**src/rtl/match_stim_gen_pkg.sv**
```systemverilog
// match_pkg: shared state encoding, defaults and LFSR step for the match stimulus generator
// Contents: state_t enum, default PATTERN/SEED/BASE/COUNT/PAT_ADDR/RES_ADDR/TIMEOUT,
//           lfsr_next() advancing the 8-bit LFSR (taps b7^b5^b4^b3 into bit0).
package match_pkg;
    typedef enum logic [2:0] {IDLE, WR_PAT, FILL, RELEASE, WAIT, READ, CHECK, FIN} state_t;
    localparam logic [3:0] PATTERN_DEF = 4'b1101;
    localparam logic [7:0] SEED_DEF    = 8'hA5;
    localparam int         BASE_DEF    = 32;
    localparam int         COUNT_DEF   = 64;
    localparam int         PAT_ADDR_DEF = 6;
    localparam int         RES_ADDR_DEF = 7;
    localparam int         TIMEOUT_DEF = 4096;
    function automatic logic [7:0] lfsr_next(input logic [7:0] v);
        return {v[6:0], v[7] ^ v[5] ^ v[4] ^ v[3]};
    endfunction
endpackage

```
**src/rtl/match_stim_gen_if.sv**
```systemverilog
// match_stim_gen_if: memory/matcher/status bundle between the stimulus generator and its environment
// master (generator): drives wr_en, wr_addr, wr_data, rd_addr, dut_init, exp_ct, cyc_ct,
//                     done, pass, fail, timeout; samples rd_data, dut_done.
// slave (memory + matcher side): the mirror image.
interface match_stim_gen_if;
    logic        wr_en;
    logic [7:0]  wr_addr;
    logic [7:0]  wr_data;
    logic [7:0]  rd_addr;
    logic [7:0]  rd_data;
    logic        dut_init;
    logic        dut_done;
    logic [7:0]  exp_ct;
    logic [15:0] cyc_ct;
    logic        done;
    logic        pass;
    logic        fail;
    logic        timeout;
    modport master (
        output wr_en, wr_addr, wr_data, rd_addr, dut_init, exp_ct, cyc_ct, done, pass, fail, timeout,
        input  rd_data, dut_done
    );
    modport slave (
        input  wr_en, wr_addr, wr_data, rd_addr, dut_init, exp_ct, cyc_ct, done, pass, fail, timeout,
        output rd_data, dut_done
    );
endinterface

```
**src/rtl/match_stim_gen_nib_match.sv**
```systemverilog
// nib_match: combinational test of one byte against PATTERN over its five 4-bit windows
// Ports: data (in, 8) byte under test; hit (out, 1) high when any window equals PATTERN.
module nib_match
    import match_pkg::*;
#(
    parameter logic [3:0] PATTERN = PATTERN_DEF
) (
    input  logic [7:0] data,
    output logic       hit
);
    // several overlapping windows may match; the OR makes the byte count once
    assign hit = (data[3:0] == PATTERN) | (data[4:1] == PATTERN) | (data[5:2] == PATTERN) |
                 (data[6:3] == PATTERN) | (data[7:4] == PATTERN);
endmodule

```
**src/rtl/match_stim_gen.sv**
```systemverilog
// match_stim_gen: fills a data memory with LFSR bytes, runs a nibble matcher and checks its count
// Ports: clk (in) rising-edge clock; init (in) sync active-high reset, release starts a run;
//        bus (match_stim_gen_if.master) memory write/read, matcher control, result status.
// Build option: MATCH_STIM_TIMEOUT_EN enables the WAIT watchdog (TIMEOUT_CYC); otherwise timeout is 0.
module match_stim_gen
    import match_pkg::*;
#(
    parameter logic [3:0] PATTERN     = PATTERN_DEF,
    parameter logic [7:0] SEED        = SEED_DEF,
    parameter int         BASE        = BASE_DEF,
    parameter int         COUNT       = COUNT_DEF,
    parameter int         PAT_ADDR    = PAT_ADDR_DEF,
    parameter int         RES_ADDR    = RES_ADDR_DEF,
    parameter int         TIMEOUT_CYC = TIMEOUT_DEF
) (
    input  logic clk,
    input  logic init,
    match_stim_gen_if.master bus
);
`ifdef MATCH_STIM_TIMEOUT_EN
    localparam bit TO_EN = 1'b1;
`else
    localparam bit TO_EN = 1'b0;
`endif
    // an all-zero seed would lock the LFSR at zero
    localparam logic [7:0]  SEED_EFF = (SEED == 8'h00) ? 8'h01 : SEED;
    localparam logic [7:0]  BASE8    = 8'(BASE);
    localparam logic [7:0]  PAT8     = 8'(PAT_ADDR);
    localparam logic [7:0]  RES8     = 8'(RES_ADDR);
    localparam logic [15:0] LAST     = 16'(COUNT - 1);
    localparam logic [15:0] TO_LIM   = 16'(TIMEOUT_CYC);

    state_t      state, state_nx;
    logic [7:0]  lfsr;
    logic [15:0] idx;
    logic        hit, to_hit, rd_eq;
    logic [7:0]  addr_nx;

    nib_match #(.PATTERN(PATTERN)) u_nib (.data(lfsr), .hit(hit));

    assign to_hit = TO_EN && (state == WAIT) && (bus.cyc_ct >= TO_LIM);
    assign rd_eq  = (bus.rd_data == bus.exp_ct);

    always_ff @(posedge clk) begin
        if (init) begin
            state       <= IDLE;
            lfsr        <= SEED_EFF;
            idx         <= '0;
            bus.exp_ct  <= '0;
            bus.cyc_ct  <= '0;
            bus.pass    <= 1'b0;
            bus.fail    <= 1'b0;
            bus.timeout <= 1'b0;
        end else begin
            state <= state_nx;
            if (state == FILL) begin
                lfsr <= lfsr_next(lfsr);
                idx  <= idx + 16'd1;
                if (hit && bus.exp_ct != 8'hFF) bus.exp_ct <= bus.exp_ct + 8'd1;
            end
            if (state == WAIT && !to_hit && bus.cyc_ct != 16'hFFFF) bus.cyc_ct <= bus.cyc_ct + 16'd1;
            if (state == CHECK) begin
                bus.pass <= rd_eq;
                bus.fail <= !rd_eq;
            end
            if (to_hit) begin
                bus.timeout <= 1'b1;
                bus.fail    <= 1'b1;
                bus.pass    <= 1'b0;
            end
        end
    end

    always_comb begin
        state_nx = state;
        case (state)
            IDLE:    state_nx = WR_PAT;
            WR_PAT:  state_nx = FILL;
            FILL:    state_nx = (idx == LAST) ? RELEASE : FILL;
            RELEASE: state_nx = WAIT;
            WAIT:    state_nx = to_hit ? FIN : (bus.dut_done ? READ : WAIT);
            READ:    state_nx = CHECK;
            CHECK:   state_nx = FIN;
            default: state_nx = FIN;
        endcase
    end

    always_comb begin
        addr_nx     = (state == WR_PAT) ? PAT8 : (state == FILL) ? BASE8 + idx[7:0] : 8'h00;
        bus.wr_addr = addr_nx;
        bus.wr_data = (state == WR_PAT) ? {4'b0000, PATTERN} : (state == FILL) ? lfsr : 8'h00;
        // the result slot is never overwritten, even under an overlapping parameter set
        bus.wr_en    = (state == WR_PAT || state == FILL) && (addr_nx != RES8);
        bus.rd_addr  = RES8;
        bus.dut_init = (state == IDLE || state == WR_PAT || state == FILL);
        bus.done     = (state == FIN);
    end
endmodule

```
**src/flat_wrapper.sv**
```systemverilog
// flat-port wrapper written by rule: the top's interface ports become plain ports
module match_stim_gen_flat import match_pkg::*;
#(
    parameter logic [3:0] PATTERN     = PATTERN_DEF,
    parameter logic [7:0] SEED        = SEED_DEF,
    parameter int         BASE        = BASE_DEF,
    parameter int         COUNT       = COUNT_DEF,
    parameter int         PAT_ADDR    = PAT_ADDR_DEF,
    parameter int         RES_ADDR    = RES_ADDR_DEF,
    parameter int         TIMEOUT_CYC = TIMEOUT_DEF
)
  (clk, init, bus_wr_en, bus_wr_addr, bus_wr_data, bus_rd_addr, bus_dut_init, bus_exp_ct, bus_cyc_ct, bus_done, bus_pass, bus_fail, bus_timeout, bus_rd_data, bus_dut_done);
  match_stim_gen_if bus_i ();
  input  logic clk;
  input  logic init;
  output wire logic [$bits(bus_i.wr_en)-1:0] bus_wr_en;
  output wire logic [$bits(bus_i.wr_addr)-1:0] bus_wr_addr;
  output wire logic [$bits(bus_i.wr_data)-1:0] bus_wr_data;
  output wire logic [$bits(bus_i.rd_addr)-1:0] bus_rd_addr;
  output wire logic [$bits(bus_i.dut_init)-1:0] bus_dut_init;
  output wire logic [$bits(bus_i.exp_ct)-1:0] bus_exp_ct;
  output wire logic [$bits(bus_i.cyc_ct)-1:0] bus_cyc_ct;
  output wire logic [$bits(bus_i.done)-1:0] bus_done;
  output wire logic [$bits(bus_i.pass)-1:0] bus_pass;
  output wire logic [$bits(bus_i.fail)-1:0] bus_fail;
  output wire logic [$bits(bus_i.timeout)-1:0] bus_timeout;
  input wire logic [$bits(bus_i.rd_data)-1:0] bus_rd_data;
  input wire logic [$bits(bus_i.dut_done)-1:0] bus_dut_done;
  assign bus_wr_en = bus_i.wr_en;
  assign bus_wr_addr = bus_i.wr_addr;
  assign bus_wr_data = bus_i.wr_data;
  assign bus_rd_addr = bus_i.rd_addr;
  assign bus_dut_init = bus_i.dut_init;
  assign bus_exp_ct = bus_i.exp_ct;
  assign bus_cyc_ct = bus_i.cyc_ct;
  assign bus_done = bus_i.done;
  assign bus_pass = bus_i.pass;
  assign bus_fail = bus_i.fail;
  assign bus_timeout = bus_i.timeout;
  assign bus_i.rd_data = bus_rd_data;
  assign bus_i.dut_done = bus_dut_done;
  match_stim_gen #(.PATTERN(PATTERN), .SEED(SEED), .BASE(BASE), .COUNT(COUNT), .PAT_ADDR(PAT_ADDR), .RES_ADDR(RES_ADDR), .TIMEOUT_CYC(TIMEOUT_CYC)) u_core (.clk(clk), .init(init), .bus(bus_i));
endmodule
```
**config.mk**
```make
export PLATFORM = sky130hd
export DESIGN_NAME = match_stim_gen_flat
export DESIGN_NICKNAME = d
export VERILOG_FILES = /design/src/rtl/match_stim_gen_pkg.sv /design/src/rtl/match_stim_gen_if.sv /design/src/rtl/match_stim_gen_nib_match.sv /design/src/rtl/match_stim_gen.sv /design/src/flat_wrapper.sv
export SDC_FILE = /design/constraint.sdc
export NUM_CORES = 1
export LEC_CHECK = 0
export CORE_UTILIZATION = 45
export CTS_CLUSTER_DIAMETER = 60
export CTS_CLUSTER_SIZE = 12
export DETAILED_ROUTE_END_ITERATION = 6
export PLACE_DENSITY = 0.8
export SYNTH_ARGS = -nofsm -noshare
export SYNTH_HDL_FRONTEND = slang
export SYNTH_SLANG_ARGS = --single-unit
```
**constraint.sdc**
```tcl
create_clock -name clk -period 1.7 [get_ports clk]
set_clock_uncertainty 0.05 [all_clocks]
set_input_delay 0.255 -clock clk [delete_from_list [all_inputs] [get_ports clk]]
set_output_delay 0.255 -clock clk [all_outputs]
set_load 0.02 [all_outputs]
```
Word-level counts from Yosys, hierarchy flattened
Index checks and enable logic that the tools add are counted.

word-level totals
  logic and storage cells = 51
  input port bits = 11
  register bits after elaboration = 53

operators by class
  $add $sub $neg = 4
  reductions and logical operators = 9
  bitwise operators = 7
  muxes and demuxes = 7
  equal/unequal tests = 17

operators by type and width
  kind                                                   number
  adder 16 x 1 -> 16 bit, second input constant          2
  two-way mux 8 bit                                      4
  == test 4 bit, second input constant                   5
  one-hot mux 3 bit (6 select lines)                     1
  == test 16 x 6 -> 1 bit, second input constant         1
  inequality test 16 bit, second input constant          1
  == test 3 bit, second input constant                   4
  adder 6 x 8 -> 8 bit, first input constant             1
  adder 8 x 1 -> 8 bit, second input constant            1
  == test 8 bit                                          1
  inequality test 8 x 3 -> 1 bit, second input constant  1
  inequality test 8 bit, second input constant           1
  == test 3 x 2 -> 1 bit, second input constant          2
  OR 1 bit                                               4
  == test 3 x 1 -> 1 bit, second input constant          1
  logical AND 1 bit                                      3
  logical NOT 3 bit                                      1
  logical OR 1 bit                                       3
  XOR 1 bit                                              3
  two-way mux 1 bit                                      2
  AND reduction 2 bit                                    1
  logical NOT 1 bit                                      1

Depth between registers and ports, before layout
  depth in word-level cells = 7
  depth in mapped cells = 6

Hierarchy
From an unflattened synthesis, not the netlist that was laid out.

second synthesis, totals
  cell total of the unflattened synthesis = 342
  area, all modules = 2846.5 um2

by module, submodules not included
  module          sequential area each (um2)  instances  area each (um2)  cells an instance
  match_stim_gen  1061.0                      1          2791.4           334
  nib_match       0.0                         1          55.1             8

Worst setup path before layout
No wires, ideal clock.

  path kind = register to register
  start point = reg u_core.bus.cyc_ct[0]
  end point = reg u_core.bus.cyc_ct[11]
  clock period less this slack = 1.965 ns
  required time = 1.527 ns
  cell stages (with the launch flop) = 6
  arrival time = 1.792 ns
  buffers on the path = 0
  path slack = -0.265 ns
  cell sequence = dfxtp_1 -> ha_1 -> nand4_1 -> or4_4 -> and4_1 -> mux2_1

on the way
  longest elaborated chain between the ends = 2
  elaborated cells on any way between the ends = 3
  those cells by class = 1 x add/sub; 1 x eq/ne; 1 x reduce/logical

RTL lines
  element                                                                         RTL line                 text
  start: declaration                                                              match_stim_gen_if.sv:20  output wr_en, wr_addr, wr_data, rd_addr, dut_init, exp_ct, cyc_ct, done, pass, fail, timeout,
  start signal: assignment                                                        match_stim_gen.sv:61     if (state == WAIT && !to_hit && bus.cyc_ct != 16'hFFFF) bus.cyc_ct <= bus.cyc_ct + 16'd1;
  parallel branches: the longest is 2 deep, another holds adder 16 x 1 -> 16 bit  n/a

Several ways; the timed one is not identified.
A chain may end at the register's enable or synchronous reset.

Final worst setup path
  start point = reg u_core.idx[6]
  end point = out bus_wr_en

on the way
  longest elaborated chain between the ends = 5

RTL lines
  element                          RTL line              text
  start: declaration               match_stim_gen.sv:35  logic [15:0] idx;
  start signal: assignment         match_stim_gen.sv:58  idx <= idx + 16'd1;
  adder 6 x 8 -> 8 bit             match_stim_gen.sv:89  addr_nx = (state == WR_PAT) ? PAT8 : (state == FILL) ? BASE8 + idx[7:0] : 8'h00;
  two-way mux 8 bit (2 in series)  match_stim_gen.sv:89
  inequality test 8 x 3 -> 1 bit   match_stim_gen.sv:93  bus.wr_en = (state == WR_PAT || state == FILL) && (addr_nx != RES8);
  logical AND 1 bit                match_stim_gen.sv:93
  end: declaration                 flat_wrapper.sv:16    output wire logic [$bits(bus_i.wr_en)-1:0] bus_wr_en;

Every way passes these cells.

==> results.json <==
{
  "outcome": "finished with violations",
  "violations": "DRC, setup timing",
  "placed_area_um2": 4160,
  "required_ns": 1.39,
  "cts_buffer_depth": 2,
  "critPathKind": "flip-flop to output pin",
  "globalRouteTotalUtil": 0.237,
  "via_per_inst": 5.63,
  "worstPathArrival_ns": 1.60,
  "initial_core_util": 0.473,
  "hold_start": "init",
  "crit_buf_inv": 1,
  "io_buffer_count": 55,
  "coreArea_um2": 6420,
  "cts.sinks": 53,
  "fp.dieW_um": 84.2,
  "fin_ws_ns": -0.203,
  "fmax_mhz": 526,
  "avgSynthCellArea_um2": 8.37,
  "power_density_nw_per_um2": 599,
  "fin_area_um2": 4820,
  "final_cells": 567,
  "overflow": 0,
  "synth_area_um2": 3040,
  "cp-start-kind": "flip-flop",
  "drt_iter0_markers": 154,
  "vdd_drop_max_v": 0.000366,
  "dr_total_vias": 3195,
  "rr_worst_depth": 5,
  "ys_seq_area_frac": 0.349,
  "antenna_found_initial": 0,
  "finalCritPeriodShare": 1.12,
  "worstPathMaxFanout": 2,
  "synth-edff-count": 0,
  "synth_top_flop_cell": "dfxtp_1",
  "grt_first_pass_wirelength_mm": 13.8,
  "globalplace.congestion": 0.810,
  "wl_mm": 9.25,
  "placed_cells": 538,
  "setup_violations": 22,
  "cpLargestDelayFamily": "compound AO/OA/AOI/OAI gates",
  "synth_cell_types": 44,
  "grt_max_degree": 73,
  "yosysWarnings": 0,
  "io_pins": 65,
  "slew_viol_final": 0,
  "dp_hpwl_mm": 5.53,
  "drive_above_1_share": 0.441,
  "post_drt_wl_per_cell_um": 16.3,
  "max_cap_violations": 0,
  "reg2reg_from": "u_core.state[1]",
  "post-route-util": 0.751,
  "rsz0062_at_grt": "true",
  "holdPathEnd": "u_core.idx[8]",
  "die_h_um": 84.2,
  "cts_root_buffer": "clkbuf_8",
  "cts_max_level": 2,
  "clock_latency_ns": 0.31,
  "numCtsBuffers": 5,
  "area_delta_synth_final_pct": 58.7,
  "clk_pin_slew_ns": 0.09,
  "hold_viol": 0,
  "leakagePower_nw": 2.14,
  "rrSetupSlack_ns": -0.16,
  "insertedDiodeCount": 0,
  "hold_class": "primary input to flip-flop",
  "dr.pass1.iters": 6,
  "crit_chain": "ha_4 > and4b_1 > a41o_1 > a21oi_2 > buf_6",
  "num_rows": 29,
  "ant_nets": 0,
  "hold_ws_ns": 0.368,
  "post-route-min-period_ns": 1.90,
  "hold_path_depth": 3,
  "finalSetupTns_ns": -1.33,
  "cts_tree": "yes",
  "final_net_count": 504,
  "slowest_stage": "dfxtp_2",
  "grt_pass1_vias": 3059,
  "ys_ff_latch": 53,
  "slowest_delay_ns": 0.35,
  "route.detailed.drc": 10,
  "synthArstFlopShare": 0,
  "fp.dieArea_um2": 7090,
  "synth_cells": 363,
  "regToRegEndpoint": "u_core.bus.cyc_ct[11]",
  "worst_setup_path_end_kind": "output pin"
}
[through the flow]
step | power [mW] | setup slack (ns)
finish | 2.89 | -0.203
global route | 3.00 | -0.283
CTS | 2.79 | -0.249
detailed placement | 1.93 | -0.354
global placement | 1.92 | -0.329
floorplan | 1.68 | -0.0679
[repair_timing]
item | in CTS | in global routing
pin swaps | 17 | 26
cloned | 2 | 1
setup endpoints to repair | 60 | 62
gates resized for setup | 129 | 96
hold buffers | 0 | 0
buffers inserted | 9 | 9
[worst max-delay path by stage]
stage / cells past startpoint / slack, ns / end / from
final: 5 / -0.20 / bus_wr_en / u_core.idx[6]
after global routing: 5 / -0.28 / bus_wr_en / u_core.idx[6]
after floorplan: 5 / -0.07 / u_core.bus.cyc_ct[13] / u_core.bus.cyc_ct[0]
after detailed placement: 5 / -0.35 / bus_wr_en / u_core.idx[5]
after CTS: 5 / -0.25 / bus_wr_en / u_core.idx[5]
after global placement: 5 / -0.33 / bus_wr_en / u_core.idx[5]
[routing by layer]
metal  up-vias  part of all wire  track usage
met5         -                 0            0
met4         0             0.026       0.0846
met3        23             0.039       0.0501
met2        85              0.52        0.428
met1      1555              0.41        0.278
li1       1532                 -            -
[cells by family after synthesis]
group / synth area share
and+or+nand+nor: 0.324
AOI/OAI and AO/OA: 0.130
DFF: 0.349
buffers and inverters: 0.0609
xor gates and xnor gates: 0.0548
muxes: 0.0626
adders and majority gates: 0.0165
other: 0.00247
[flip-flops by register name (all words and copies together), names as in the netlist]
signal / cells
u_core.idx: 16
u_core.state: 3
u_core.bus.pass: 1
u_core.bus.cyc_ct: 16
u_core.bus.exp_ct: 8
u_core.bus.fail: 1
u_core.lfsr: 8
[report_power, final]
| part | switching (mW) | internal (mW) | total [mW] |
|---|---|---|---|
| registers | 0.0515 | 1.27 | 1.32 |
| clock network | 0.415 | 0.422 | 0.837 |
| logic | 0.374 | 0.360 | 0.734 |
| total | 0.841 | 2.05 | 2.89 |
[worst min-delay path: stages]
cell    delay (ns)
buf_2         0.11
buf_12        0.20
nor2_1        0.12
[layout by cell type (no fill, tap or decap), drive strengths merged, types with 7 or more instances in the layout]
| cell | Yosys | layout |
|---|---|---|
| clkbuf | 15 | 8 |
| clkdlybuf4s50 | 0 | 12 |
| nor2b | 16 | 16 |
| dfxtp | 53 | 53 |
| buf | 17 | 107 |
| mux2 | 16 | 16 |
| nand4 | 11 | 11 |
| dlygate4sd2 | 0 | 11 |
| a21oi | 32 | 32 |
| nand2b | 7 | 7 |
| or4 | 8 | 8 |
| dlymetal6s2s | 0 | 12 |
| o21ai | 8 | 8 |
| xnor2 | 17 | 17 |
| nor4 | 10 | 10 |
| or3 | 7 | 7 |
| conb | 2 | 9 |
| nor2 | 35 | 35 |
| nand2 | 27 | 27 |
| nand3 | 17 | 17 |
| o31ai | 7 | 7 |
| and2 | 9 | 9 |
[final cells by class]
class                   instances  area, µm²
multi-input cells             281       2200
fillers                       424       1600
repair buffers                143       1270
flip-flops and latches         53       1130
clock buffers                   8        111
well taps                      77       96.3
inverters                       5       18.8
[cell usage after synthesis (6+ instances only)]
master / number / area share
a21oi_1: 32 / 0.053
and2_1: 9 / 0.019
buf_4: 11 / 0.027
clkbuf_1: 15 / 0.019
dfxtp_1: 53 / 0.35
mux2_1: 12 / 0.044
nand2_1: 27 / 0.033
nand2b_1: 7 / 0.014
nand3_1: 17 / 0.028
nand4_1: 11 / 0.023
nor2_1: 35 / 0.043
nor2b_1: 16 / 0.033
nor4_1: 8 / 0.016
o21ai_0: 6 / 0.0099
o31ai_1: 7 / 0.017
or3_1: 7 / 0.014
or4_1: 7 / 0.017
xnor2_1: 17 / 0.049
No activity file was read; power rests on OpenSTA's default activity.
